**src/rtl/turn_sequencer.sv**
```systemverilog
// Tic-tac-toe turn sequencer: debounced buttons, move validation, commit strobe and game state.
// Optional turn timeout is built in when the TURN_TIMEOUT_EN macro is defined.
module turn_sequencer #(
  parameter int unsigned DB_CYCLES = 50000,
  parameter int unsigned DB_W      = 16,
  parameter int unsigned TO_CYCLES = 1000,
  parameter int unsigned TO_W      = 10
) (
  input  logic       clk,
  input  logic       reset_n,
  input  logic       buttonX,
  input  logic       buttonO,
  input  logic [8:0] sel_pos,
  input  logic [8:0] occ_square,
  input  logic [1:0] result,
  output logic       commit,
  output logic       commit_player,
  output logic [8:0] commit_pos,
  output logic       turnX,
  output logic       turnO,
  output logic [7:0] game_st
);

  typedef enum logic [3:0] {
    StStart, StTurnX, StErrX, StCommitX, StCheckX,
    StTurnO, StErrO, StCommitO, StCheckO, StWinX, StWinO, StCats
  } state_e;

  localparam logic [DB_W-1:0] DbLast = DB_W'(DB_CYCLES - 1);

  // Index 0 carries the X button, index 1 the O button.
  logic [1:0]            sync1_q, sync2_q, db_q, db_d, press;
  logic [1:0][DB_W-1:0]  db_cnt_q, db_cnt_d;
  state_e                state_q, state_d;
  logic [8:0]            pos_q, pos_d;
  logic                  press_x, press_o, move_valid, in_x_wait, in_o_wait, timeout;

  always_ff @(posedge clk or negedge reset_n) begin
    if (!reset_n) begin
      sync1_q  <= '0;
      sync2_q  <= '0;
      db_q     <= '0;
      db_cnt_q <= '0;
      state_q  <= StStart;
      pos_q    <= '0;
    end else begin
      sync1_q  <= {buttonO, buttonX};
      sync2_q  <= sync1_q;
      db_q     <= db_d;
      db_cnt_q <= db_cnt_d;
      state_q  <= state_d;
      pos_q    <= pos_d;
    end
  end

  // A level is accepted once it has differed from the debounced value for DB_CYCLES samples.
  always_comb begin
    db_d     = db_q;
    db_cnt_d = db_cnt_q;
    press    = '0;
    for (int i = 0; i < 2; i++) begin
      if (sync2_q[i] == db_q[i]) begin
        db_cnt_d[i] = '0;
      end else if (db_cnt_q[i] == DbLast) begin
        db_d[i]     = sync2_q[i];
        db_cnt_d[i] = '0;
        press[i]    = sync2_q[i];
      end else begin
        db_cnt_d[i] = db_cnt_q[i] + DB_W'(1);
      end
    end
  end

  assign press_x    = press[0];
  assign press_o    = press[1];
  assign move_valid = (sel_pos != '0) && ((sel_pos & (sel_pos - 9'd1)) == '0) &&
                      ((sel_pos & occ_square) == '0);
  assign in_x_wait  = state_q inside {StTurnX, StErrX};
  assign in_o_wait  = state_q inside {StTurnO, StErrO};

`ifdef TURN_TIMEOUT_EN
  localparam logic [TO_W-1:0] ToLast = TO_W'(TO_CYCLES - 1);

  logic [TO_W-1:0] to_q, to_d;

  // Restarts on every entry to a turn and keeps running through the error state.
  assign to_d    = (in_x_wait || in_o_wait) ? to_q + TO_W'(1) : '0;
  assign timeout = (in_x_wait || in_o_wait) && (to_q == ToLast);

  always_ff @(posedge clk or negedge reset_n) begin
    if (!reset_n) begin
      to_q <= '0;
    end else begin
      to_q <= to_d;
    end
  end
`else
  logic unused_to_params;
  assign unused_to_params = ^{TO_CYCLES, TO_W};
  assign timeout          = 1'b0;
`endif

  always_comb begin
    state_d = state_q;
    pos_d   = pos_q;
    unique case (state_q)
      StStart: state_d = StTurnX;
      StTurnX, StErrX: begin
        if (press_x && !press_o && move_valid) begin
          state_d = StCommitX;
          pos_d   = sel_pos;
        end else if (press_x || press_o) begin
          state_d = StErrX;
        end
      end
      StCommitX: state_d = StCheckX;
      StCheckX: begin
        case (result)
          2'd3:    state_d = StWinX;
          2'd1:    state_d = StCats;
          2'd0:    state_d = StTurnO;
          default: state_d = StCheckX;
        endcase
      end
      StTurnO, StErrO: begin
        if (press_o && !press_x && move_valid) begin
          state_d = StCommitO;
          pos_d   = sel_pos;
        end else if (press_x || press_o) begin
          state_d = StErrO;
        end
      end
      StCommitO: state_d = StCheckO;
      StCheckO: begin
        case (result)
          2'd2:    state_d = StWinO;
          2'd1:    state_d = StCats;
          2'd0:    state_d = StTurnX;
          default: state_d = StCheckO;
        endcase
      end
      StWinX, StWinO, StCats: state_d = state_q;
      default: state_d = StStart;
    endcase
    if (timeout) begin
      state_d = in_x_wait ? StWinO : StWinX;
    end
  end

  always_comb begin
    commit        = state_q inside {StCommitX, StCommitO};
    commit_player = (state_q == StCommitX);
    commit_pos    = commit ? pos_q : '0;
    turnX         = in_x_wait;
    turnO         = in_o_wait;
    game_st       = 8'h00;
    case (state_q)
      StErrX, StErrO: game_st = 8'h45;
      StWinX:         game_st = 8'h58;
      StWinO:         game_st = 8'h4F;
      StCats:         game_st = 8'h43;
      default:        game_st = 8'h00;
    endcase
  end

endmodule

```
**config.mk**
```make
export PLATFORM = sky130hd
export DESIGN_NAME = turn_sequencer
export DESIGN_NICKNAME = d
export VERILOG_FILES = /design/src/rtl/turn_sequencer.sv
export SDC_FILE = /design/constraint.sdc
export NUM_CORES = 1
export LEC_CHECK = 0
export BUFFER_PORTS_ARGS = -buffer_cell sky130_fd_sc_hd__clkbuf_2
export CORE_ASPECT_RATIO = 0.8
export CORE_MARGIN = 5
export CORE_UTILIZATION = 40
export DETAILED_ROUTE_END_ITERATION = 10
export GPL_TIMING_DRIVEN = 0
export PLACE_DENSITY_LB_ADDON = 0.2
export SETUP_SLACK_MARGIN = 0.05
export SLEW_MARGIN = 20
export SYNTH_ARGS = -nofsm -noshare
export SYNTH_HDL_FRONTEND = slang
export SYNTH_SLANG_ARGS = --single-unit
export TNS_END_PERCENT = 100
```
**constraint.sdc**
```tcl
create_clock -name clk -period 3.16 [get_ports clk]
set_input_delay 0.474 -clock clk [delete_from_list [all_inputs] [get_ports clk]]
set_output_delay 0.474 -clock clk [all_outputs]
set_load 0.05 [all_outputs]
```
## After elaboration in Yosys (flattened, before gate mapping)

Index checks and enable logic that the tools add are counted.

| word-level totals | value |
|---|---|
| register bits after elaboration | 51 |
| input port bits | 24 |

| operators by class | value |
|---|---|
| bitwise operators | 5 |
| $add $sub $neg | 3 |
| equal/unequal tests | 22 |
| reductions and logical operators | 26 |
| multiplexer cells | 20 |

Operators with widths:

| kind | count |
|---|---|
| $mux W16 | 4 |
| $add A16 B1 Y16 const B | 2 |
| $eq A16 B16 Y1 const B | 2 |
| $pmux W4 S8 | 1 |
| $pmux W7 S4 | 1 |
| $mux W9 | 3 |
| $pmux W4 S3 | 2 |
| $and A9 B9 Y9 | 2 |
| $logic_not A9 Y1 | 2 |
| $pmux W9 S2 | 1 |
| $eq A4 B3 Y1 const B | 4 |
| $eq A4 B4 Y1 const B | 4 |
| $mux W4 | 4 |
| $reduce_bool A9 Y1 | 1 |
| $sub A9 B1 Y9 const B | 1 |
| $eq A4 B2 Y1 const B | 2 |
| $reduce_bool A2 Y1 | 4 |
| $logic_and A1 B1 Y1 | 6 |
| $ne A3 B3 Y1 const B | 2 |
| $reduce_and A3 Y1 | 2 |
| $reduce_or A2 Y1 | 3 |
| $eq A2 B2 Y1 const B | 2 |
| $eq A4 B1 Y1 const B | 1 |
| $logic_not A4 Y1 | 1 |
| other kinds (10) | 19 |

## Depth between registers and ports, before layout

| depth | value |
|---|---|
| depth after elaboration | 8 |
| gate-level depth with buffers | 7 |

## Least setup slack after synthesis

OpenSTA, ideal clock, no wires.

| path | value |
|---|---|
| kind | register to register |
| start point | reg db_cnt_q[10] in the netlist's numbering |
| end point | reg pos_q[0] |
| data arrival time | 2,875 ps |
| clock period less this slack | 3,000 ps |
| slack | 160 ps |
| data required time | 3,035 ps |
| stages on the path, launching flop included | 6 |
| path buffers | 0 |
| path through | dfrtp_1 -> or4b_1 -> or4_4 -> a2111o_1 -> a2111oi_4 -> mux2_2 |

| between the ends | value |
|---|---|
| word-level cells in the longest chain between the ends | 8 |
| elaborated cells between the ends (all ways) | 11 |
| classes of those cells | 3 x eq/ne; 2 x mux; 6 x reduce/logical |

Ends and longest elaborated chain:

| element | line | RTL |
|---|---|---|
| from (decl) | 33 | `logic [1:0][DB_W-1:0] db_cnt_q, db_cnt_d;` |
| from (signal assigned) | 50 | `db_cnt_q <= db_cnt_d;` |
| $eq A16 B16 Y1 * | 64 | `end else if (db_cnt_q[i] == DbLast) begin` |
| $mux W1 * | 64 |  |
| $mux W1 * | 62 | `if (sync2_q[i] == db_q[i]) begin` |
| $logic_not A1 Y1 | 126 | `if (press_o && !press_x && move_valid) begin` |
| $logic_and A1 B1 Y1 (2 in series) | 126 |  |
| $ne A2 B2 Y1 (no source line) | - |  |
| $reduce_and A3 Y1 (no source line) * | - |  |
| to (signal assigned) | 52 | `pos_q <= pos_d;` |
| to (decl) | 35 | `logic [8:0] pos_q, pos_d;` |

Every way passes the cells marked *; elsewhere a longest branch is shown, timed or not.
A chain may end at the register's enable or synchronous reset.

## Worst setup path in the final report

| path | value |
|---|---|
| start point | reg db_cnt_q[10] in the netlist's numbering |
| end point | reg pos_q[2] |

Same word-level chain as after synthesis.

==> results.toml <==
[drt]
postRouteAntennaNets = 0
first_pass_iters = 4
drt_iter0_drc = 74
wl_um = 5600
drt-vias-per-instance = 5.12
via_count = 2179
wl_per_cell_um = 13.1
drc = 0

[clock_network]
h-tree-depth = 2
clockBufferDepth = 2
clk_latency_ns = 0.30
cts_tree = "done"
clk_pin_slew_ns = 0.10
ctsResizeCount = 0
cts_root_buffer = "clkbuf_8"
cts_made_buffers = 5
cts_sinks = 51

[pwr]
pwr-share-seq_pct = 58.5
power_switching_mw = 0.275
p_int_mw = 0.868
p_clk_share_pct = 34.8
swShare_pct = 24.0
share_comb_of_total_power_pct = 6.6
peakVddDrop_mv = 0.218
p_leak_nw = 1.44
finalPower_mw = 1.14
p_per_area_nw_per_um2 = 355

[timing]
finalMaxSlewViolations = 0
final.setup_skew_ns = 0.0144
hold_viol = 0
max_slew_margin_pct = 53.6
timing.hold.ws_ns = 0.216
worst-slew-pin-transition_ns = 0.696
min_period_ns = 2.99
max_freq_ghz = 0.334
period_share_pct = 94.8
setup_violations = 0
rsz0062_at_grt = "false"

[grt]
grt_usage_pct = 14.0
grt_pass1_wl_um = 9940
grt_pass1_vias = 2136
grt_max_degree = 52
overflow = 0
antenna_found_initial = 0

[place]
place_hpwl_um = 4200
place_congestion = 0.839
io_buffers = 42

[yosys]
ys_types = 46
synth_edf_count = 0
synthArstFlopShare_pct = 100
ys_ff_latch = 51
synth_largest_area_cell = "dfrtp_1"
syn_avg_cell_area_sq_um = 9.73
yosysWarnings = 0
ys_top_cells_by_count = "dfrtp_1, nor2_1, nand2_1, xor2_1"
syn_inst = 285
synthFlopType = "dfrtp_1"
synth.area.top_cells = "dfrtp_1, nor2_1, xor2_1"
synth.most_common_cell = "dfrtp_1"
seq_area_frac_synth_pct = 46.0
synth_top_area_share_pct = 46.0
synthesis.area_sq_um = 2770

[worst_setup_path]
cp_data_required_time_ns = 3.35
path_class = "flip-flop to flip-flop"
cp-end-kind = "flip-flop"
r2r_start = "db_cnt_q[10]$_DFF_PN0_"
start_kind = "flip-flop"
rrSetupSlack_ns = 0.17
worstPathArrival_ns = 3.19
setup.worst_path.start = "db_cnt_q[10]$_DFF_PN0_"
cp_max_fo = 5

[cells_and_area]
finalCoreUtilization_pct = 47.2
antenna_cells = 0
drive_gt1_share_pct = 21.8
syn_to_final_growth_pct = 16.1
num-nets-final = 369

[die]
rows = 27
pin_count = 45
dieArea_sq_um = 8710
coreArea_sq_um = 6820
die_h_um = 84.5
initial_core_util_pct = 40.6
die_x_um = 103

[status]
run_status = "complete, no violations"

[job]
drv_cap = 0

[min_path]
hold_class = "input port to async pin"
-- power groups by stage --
| stage | Clock [mW] | Sequential (mW) | Combinational (mW) |
|---|---|---|---|
| 5_1_grt | 0.445 | 0.670 | 0.0889 |
| 3_5_place_dp | 0 | 0.681 | 0.0776 |
| 6_report | 0.398 | 0.669 | 0.0757 |
| 4_1_cts | 0.415 | 0.669 | 0.0780 |
| 3_3_place_gp | 0 | 0.681 | 0.0767 |
| 2_1_floorplan | 0 | 0.680 | 0.0365 |
-- final cells by class --
cell class	count	area [sq um]
buffer	11	48.8
clock buffer	6	82.6
clock inverter	2	16.3
fill	675	3600
inverter	9	33.8
multi-input combinational	215	1420
sequential	51	1280
tap	87	109
timing repair buffer	45	235
-- layout by cell type (no fill, tap or decap), types with 5 or more instances in the layout --
cell type | Yosys | routed
inv_1 | 9 | 9
and2_1 | 13 | 13
nand4_1 | 13 | 13
nand2_1 | 18 | 18
clkbuf_8 | 0 | 6
clkbuf_1 | 9 | 9
xnor2_1 | 11 | 11
a21oi_1 | 9 | 9
mux2_2 | 9 | 9
clkbuf_2 | 0 | 41
nor2b_1 | 6 | 6
o21ai_0 | 8 | 8
nor2_1 | 43 | 43
dfrtp_1 | 51 | 51
or3_1 | 6 | 6
xor2_1 | 18 | 18
nand3_1 | 5 | 5
buf_4 | 2 | 5
ha_1 | 7 | 7
-- cells by family after synthesis --
family,count (synthesis),synth area share [%]
compound gates,33,8.71
xor+xnor,29,9.16
fa+ha+maj,7,3.16
buf+inv,20,2.98
flops,51,46.0
mux,9,3.66
other cells,1,0.135
simple gates,135,26.2
-- what timing repair did --
action                     4_1_cts  5_1_grt
setup buffers                    3        0
hold buffers                     0        0
setup endpoints to repair        9        0
-- flip-flops by register name (all words and copies together), names as in the netlist --
name,flops
sync2_q,2
pos_q,9
sync1_q,2
db_q,2
state_q,4
db_cnt_q,32
-- final timing paths --
path / end / depth (start not counted)
worst min register to register: sync2_q[1]$_DFF_PN0_ / 0
worst min-delay path: db_cnt_q[28]$_DFF_PN0_ / 1
min in group clk: sync1_q[1]$_DFF_PN0_ / 1
max in group asynchronous: sync1_q[1]$_DFF_PN0_ / 1
worst max-delay path: pos_q[2]$_DFFE_PN0P_ / 6
worst max register to register: pos_q[2]$_DFFE_PN0P_ / 6
-- routing by layer --
metal	routed length [um]	global-route usage [%]
met2	2380	19.9
met3	247	2.99
met5	0	0
met1	2930	21.6
met4	42	3.18
-- stage by stage --
stage / area [sq um] / setup WS (ns) / TNS (ns) / std cells
final: 3220 / 0.166 / 0 / 426
after global routing: 3220 / 0.0512 / 0 / 426
after CTS: 3220 / 0.177 / 0 / 426
after detailed placement: 3100 / -0.137 / -1.16 / 415
after global placement: 3100 / -0.133 / -1.17 / 415
after floorplan: 2780 / 0.160 / 0 / 286
-- critical path, stage by stage (launching register included) --
cell,delay (ns)
dfrtp_1,0.43
or4b_1,0.57
or4_4,0.60
a2111o_1,0.41
a2111oi_4,0.35
buf_4,0.21
mux2_2,0.33
No activity file was read; power rests on OpenSTA's default activity.
